### src/rtl/cache_pkg.sv
// Shared widths, FSM states and address field helpers for the cache fill path.
// Option: CACHE_FILL_CRITICAL_WORD_FIRST_EN rotates fill order to the miss word.
package cache_pkg;

  localparam int ADDR_W   = 16;
  localparam int INDEX_W  = 7;
  localparam int TAG_W    = 5;
  localparam int OFFSET_W = 4;
  localparam int WORDS    = 8;
  localparam int MEM_LAT  = 4;
  localparam int CNT_W    = $clog2(WORDS);

  typedef enum logic [1:0] {
    IDLE,
    FILL,
    DONE
  } fill_state_t;

  function automatic logic [TAG_W-1:0] get_tag(
    input logic [ADDR_W-1:0] a
  );
    return a[ADDR_W-1 -: TAG_W];
  endfunction

  function automatic logic [INDEX_W-1:0] get_index(
    input logic [ADDR_W-1:0] a
  );
    return a[OFFSET_W +: INDEX_W];
  endfunction

  function automatic logic [CNT_W-1:0] get_word(
    input logic [ADDR_W-1:0] a
  );
    return a[OFFSET_W-1:1];
  endfunction

endpackage

### src/rtl/fill_counter.sv
// Up-counter with synchronous clear, enable and terminal-count flag.
// Option: none (CACHE_FILL_CRITICAL_WORD_FIRST_EN is handled by the top).
module fill_counter #(
  parameter int W   = 3,
  parameter int MAX = 7
) (
  input  logic         clk,
  input  logic         rst_n,
  input  logic         clr,
  input  logic         en,
  output logic [W-1:0] cnt,
  output logic         tc
);

  assign tc = (cnt == W'(MAX));

  always_ff @(posedge clk or negedge rst_n) begin
    if (!rst_n) begin
      cnt <= '0;
    end else if (clr) begin
      cnt <= '0;
    end else if (en) begin
      cnt <= tc ? '0 : cnt + 1'b1;
    end
  end

endmodule

### src/rtl/cache_fill_fsm.sv
// Miss-fill controller: 8 pipelined word reads, data steering, tag update.
// Option: CACHE_FILL_CRITICAL_WORD_FIRST_EN adds crit_word_valid, wrapped order.
module cache_fill_fsm
  import cache_pkg::*;
(
  input  logic               clk,
  input  logic               rst_n,
  input  logic               miss_detected,
  input  logic [ADDR_W-1:0]  miss_address,
  input  logic               memory_data_valid,
  input  logic [15:0]        memory_data,
  output logic               fsm_busy,
  output logic               mem_req,
  output logic [ADDR_W-1:0]  memory_address,
  output logic [INDEX_W-1:0] set_index,
  output logic [CNT_W-1:0]   word_sel,
`ifdef CACHE_FILL_CRITICAL_WORD_FIRST_EN
  output logic               crit_word_valid,
`endif
  output logic               write_data_array,
  output logic               write_tag_array
);

  fill_state_t state, nstate;

  logic [ADDR_W-1:0] addr_q;
  logic              req_done;
  logic [CNT_W-1:0]  req_cnt, rcv_cnt;
  logic              req_tc, rcv_tc;
  logic              issue_en, rcv_en, cnt_clr;
  logic [CNT_W-1:0]  base, req_word, rcv_word;

  // memory_data goes straight to the data array; only the strobes live here
  logic unused_bits;
  assign unused_bits = ^{memory_data, addr_q[OFFSET_W-1:0]};

  assign cnt_clr  = (state != FILL);
  assign issue_en = (state == FILL) && !req_done;
  assign rcv_en   = (state == FILL) && memory_data_valid;

`ifdef CACHE_FILL_CRITICAL_WORD_FIRST_EN
  assign base = get_word(addr_q);
`else
  assign base = '0;
`endif

  assign req_word = base + req_cnt;
  assign rcv_word = base + rcv_cnt;

  fill_counter #(.W(CNT_W), .MAX(WORDS-1)) u_req_cnt (
    .clk   (clk),
    .rst_n (rst_n),
    .clr   (cnt_clr),
    .en    (issue_en),
    .cnt   (req_cnt),
    .tc    (req_tc)
  );

  fill_counter #(.W(CNT_W), .MAX(WORDS-1)) u_rcv_cnt (
    .clk   (clk),
    .rst_n (rst_n),
    .clr   (cnt_clr),
    .en    (rcv_en),
    .cnt   (rcv_cnt),
    .tc    (rcv_tc)
  );

  always_ff @(posedge clk or negedge rst_n) begin
    if (!rst_n) begin
      state    <= IDLE;
      addr_q   <= '0;
      req_done <= 1'b0;
    end else begin
      state <= nstate;
      if (state == IDLE && miss_detected) begin
        addr_q <= miss_address;
      end
      // the issue counter wraps to 0; this flag stops a second pass
      if (cnt_clr) begin
        req_done <= 1'b0;
      end else if (issue_en && req_tc) begin
        req_done <= 1'b1;
      end
    end
  end

  always_comb begin
    nstate = state;
    unique case (state)
      IDLE:    if (miss_detected) nstate = FILL;
      FILL:    if (rcv_en && rcv_tc) nstate = DONE;
      DONE:    nstate = IDLE;
      default: nstate = IDLE;
    endcase
  end

  always_comb begin
    fsm_busy         = (state != IDLE);
    mem_req          = issue_en;
    memory_address   = '0;
    if (issue_en) begin
      memory_address = {addr_q[ADDR_W-1:OFFSET_W], req_word, 1'b0};
    end
    set_index        = get_index(addr_q);
    word_sel         = rcv_word;
    write_data_array = rcv_en;
    write_tag_array  = (state == DONE);
`ifdef CACHE_FILL_CRITICAL_WORD_FIRST_EN
    crit_word_valid  = rcv_en && (rcv_cnt == '0);
`endif
  end

endmodule

### config.mk
export PLATFORM = sky130hd
export DESIGN_NAME = cache_fill_fsm
export DESIGN_NICKNAME = d
export VERILOG_FILES = /design/src/rtl/cache_pkg.sv /design/src/rtl/fill_counter.sv /design/src/rtl/cache_fill_fsm.sv
export SDC_FILE = /design/constraint.sdc
export NUM_CORES = 1
export LEC_CHECK = 0
export CAP_MARGIN = 15
export CORE_UTILIZATION = 39
export DETAILED_ROUTE_END_ITERATION = 16
export PLACE_DENSITY = 0.92
export SETUP_SLACK_MARGIN = 0.1
export SYNTH_ARGS = -nofsm -noshare
export SYNTH_HDL_FRONTEND = slang
export SYNTH_SLANG_ARGS = --single-unit
### constraint.sdc
create_clock -name clk -period 2.6 [get_ports clk]
set_input_delay 0.39 -clock clk [delete_from_list [all_inputs] [get_ports clk]]
set_output_delay 0.39 -clock clk [all_outputs]
set_load 0.03 [all_outputs]
==> run_results.csv, run 1 <==
group,metric,value,unit
run_status,status,"completed",
sta,hold_viol,0,
global_routing,grt_usage,0.162,
finish,fill_cells,213,
detailed_routing,vias_per_cell,4.88,
setup_path,crit_fanout,13,
cts,cts_tree,"built",
floorplan,die_w,54.8,um
sta,setup_viol,0,
job,cap_viol_max_count,0,
yosys,ys_ff_latch,21,
setup_path,critical_path_buf_inv_count,2,
floorplan,rows,18,
sta,fin_crit,2390,ps
yosys,synth_warnings,0,
sta,final_max_slew_viol_count,0,
detailed_routing,dr.pass1.iters,4,
sta,rsz0062_at_grt,"false",
yosys,syn_nets,134,
floorplan,core,2540,um^2
floorplan,ioPinCount,66,
setup_path,crit_type,"reg2out",
global_routing,grt_pass1_vias,837,
global_routing,overflow,0,
sta,setup_ws,211,ps
detailed_routing,drtIter0Drc,4,
finish,final_common_cell,"clkdlybuf4s50_1",
global_routing,met1_usage,0.173,
cts,cts_max_path_buffers,2,
setup_path,critPathTopFamily,"buffers and inverters",
sta,fin_worst_skew,12.6,ps
yosys,syn_avg_cell_area,11.6,um^2
finish,num_antenna_cells,0,
cts,cts_sinks,21,
setup_path,cp.arrival,2000,ps
sta,fmax,0.419,GHz
finish,final_cell_mix,"clkdlybuf4s50_1, dfrtp_1, and2_1, mux2_2, dlymetal6s2s_1",
cts,cts_buffers,3,
setup_path,worstPathCellList,"nor3b_4 > buf_4 > and2_1 > clkdlybuf4s50_1",
sta,hold-worst-slack,416,ps
global_routing,busiest_layer,"met2",
global_routing,antenna_found_initial,0,
yosys,synth.area.top_cells,"dfrtp_1, mux2_2, and2_1, buf_4, ha_1",
power,total_power,2.13,mW
yosys,syn_area,1090,um^2
setup_path,worstSetupEndpointType,"output port",
yosys,synth_top_area_cell,"dfrtp_1",
power,powerDensity,1370,nW/um^2
cts,cts_root_buf,"clkbuf_4",
floorplan,die_area,3000,um^2
cts,clk_pin_slew,120,ps
finish,areaGrowthSynthToFinish,42.9,%
floorplan,die_h,54.8,um
finish,final_util,0.611,
floorplan,start_util,0.427,
finish,nNetsFinal,174,
global_routing,grtUsageMet2,0.313,
detailed_routing,via_count,795,
sta,post-route-period-util,0.919,
placed_design,place_congestion,0.678,
detailed_routing,wl_per_cell,13.0,um
detailed_routing,postRouteAntennaNets,0,
setup_path,slowest_stage,"clkdlybuf4s50_1",
placed_design,port_buffers,44,
placed_design,dp_slack,375,ps
setup_path,cp_slowest_stage_delay,660,ps
min_path,hp-class,"in2async",
power,p_leak,0.819,nW
global_routing,grt_use_met3,0.0417,
cts,insertion_delay,300,ps
cts,htreeDepth,1,
cts,hold_buffers,0,
sta,tns,0,ps
global_routing,grt_pass1_wl,3.48,mm
yosys,yosysSeqAreaShare,0.483,
yosys,synth_cells,94,
detailed_routing,drc,0,
yosys,yosysUniqueCellTypes,23,
yosys,yosys.area.top_type_share,0.483,
setup_path,cp-start-kind,"flip-flop",
power,peakVddDrop,0.000870,V
global_routing,grt_max_degree,22,
finish,drive_above_1_share,0.195,
detailed_routing,wirelength,2.13,mm
setup_path,cp.required,2210,ps
flip-flops by register name (all words and copies together) (netlist names):
register	cells
u_req_cnt.cnt	3
addr_q	12
req_done	1
state	2
u_rcv_cnt.cnt	3
per-layer routing:
metal  vias up  wire [um]
li1        380          -
met2        36       1060
met5         -          0
met3         0        235
met4         0          0
met1       379        833
path summary, 6_finish.rpt:
path                                               from                           end  slack [ps]  depth (start not counted)
setup / recovery                   req_done$_DFFE_PN0P_            memory_address[11]         210                          4
hold / removal                                    rst_n         addr_q[4]$_DFFE_PN0P_         420                          2
setup reg to reg           u_rcv_cnt.cnt[0]$_DFFE_PN0P_  u_rcv_cnt.cnt[0]$_DFFE_PN0P_        1060                          4
hold reg to reg                  addr_q[13]$_DFFE_PN0P_        addr_q[13]$_DFFE_PN0P_         510                          1
max in group asynchronous                         rst_n         addr_q[5]$_DFFE_PN0P_        1960                          2
min in group clk                 addr_q[13]$_DFFE_PN0P_        addr_q[13]$_DFFE_PN0P_         510                          1
logic make-up after synthesis:
logic type	after synthesis	share of synthesized area
other cells	1	0.00345
buf+inv	14	0.0897
flops	21	0.483
fa+ha+maj	4	0.0460
mux	15	0.152
compound gates	4	0.0219
simple gates	35	0.204
synth_stat cells, drive strengths merged:
master / instances
mux2i: 3
nor2: 8
or3b: 1
dfrtp: 21
nand3b: 1
buf: 13
nor3b: 2
mux2: 12
ha: 4
or2b: 1
or2: 1
and2: 15
conb: 1
nand2: 2
a21oi: 3
and2b: 1
or3: 1
nand2b: 2
inv: 1
a311oi: 1
cell type report:
| class | count | area (um^2) | share of cell area |
|---|---|---|---|
| repair buffers | 48 | 495 | 0.319 |
| clock inverters | 1 | 5.00 | 0.00322 |
| flip-flops and latches | 21 | 526 | 0.338 |
| multi-input cells | 59 | 464 | 0.299 |
| well taps | 30 | 37.5 | 0.0242 |
| inverters | 1 | 3.75 | 0.00242 |
| clock buffers | 3 | 22.5 | 0.0145 |
report_power, final:
| group | total [mW] | switching [mW] | internal, mW |
|---|---|---|---|
| registers | 0.602 | 0.123 | 0.479 |
| logic | 1.37 | 0.735 | 0.638 |
| clock network | 0.150 | 0.0927 | 0.0572 |
| total | 2.13 | 0.951 | 1.17 |
through the flow:
| step | area, um^2 | std cells |
|---|---|---|
| 3_3_place_gp | 1490 | 157 |
| 2_1_floorplan | 1090 | 94 |
| 4_1_cts | 1530 | 163 |
| 6_report | 1550 | 163 |
| 3_5_place_dp | 1490 | 157 |
| 5_1_grt | 1550 | 163 |
timing repair:
| action | in CTS | in global routing |
|---|---|---|
| resized for setup | 0 | 10 |
| cloned | 0 | 0 |
| endpoints found under the setup margin | 15 | 10 |
| hold endpoints to repair | 0 | 0 |
| buffers inserted | 2 | 0 |
| pin swaps | 1 | 0 |
No activity file was read; power rests on OpenSTA's default activity.
==> inputs of run 2 (changes only) <==
Settings changed: MAX_ROUTING_LAYER from default to met4.
==> results of run 2 <==
The final DEF is identical to that of run 1; final timing and power are the same.
Among the figures that moved: final weighted congestion in routability-driven placement 0.678 -> 0.685; overall routing resource usage 0.162 -> 0.167
==> inputs of run 3 (changes only) <==
Settings changed: MAX_ROUTING_LAYER met4 to default.
==> results of run 3 <==
The final DEF is identical to that of run 1; final timing and power are the same.
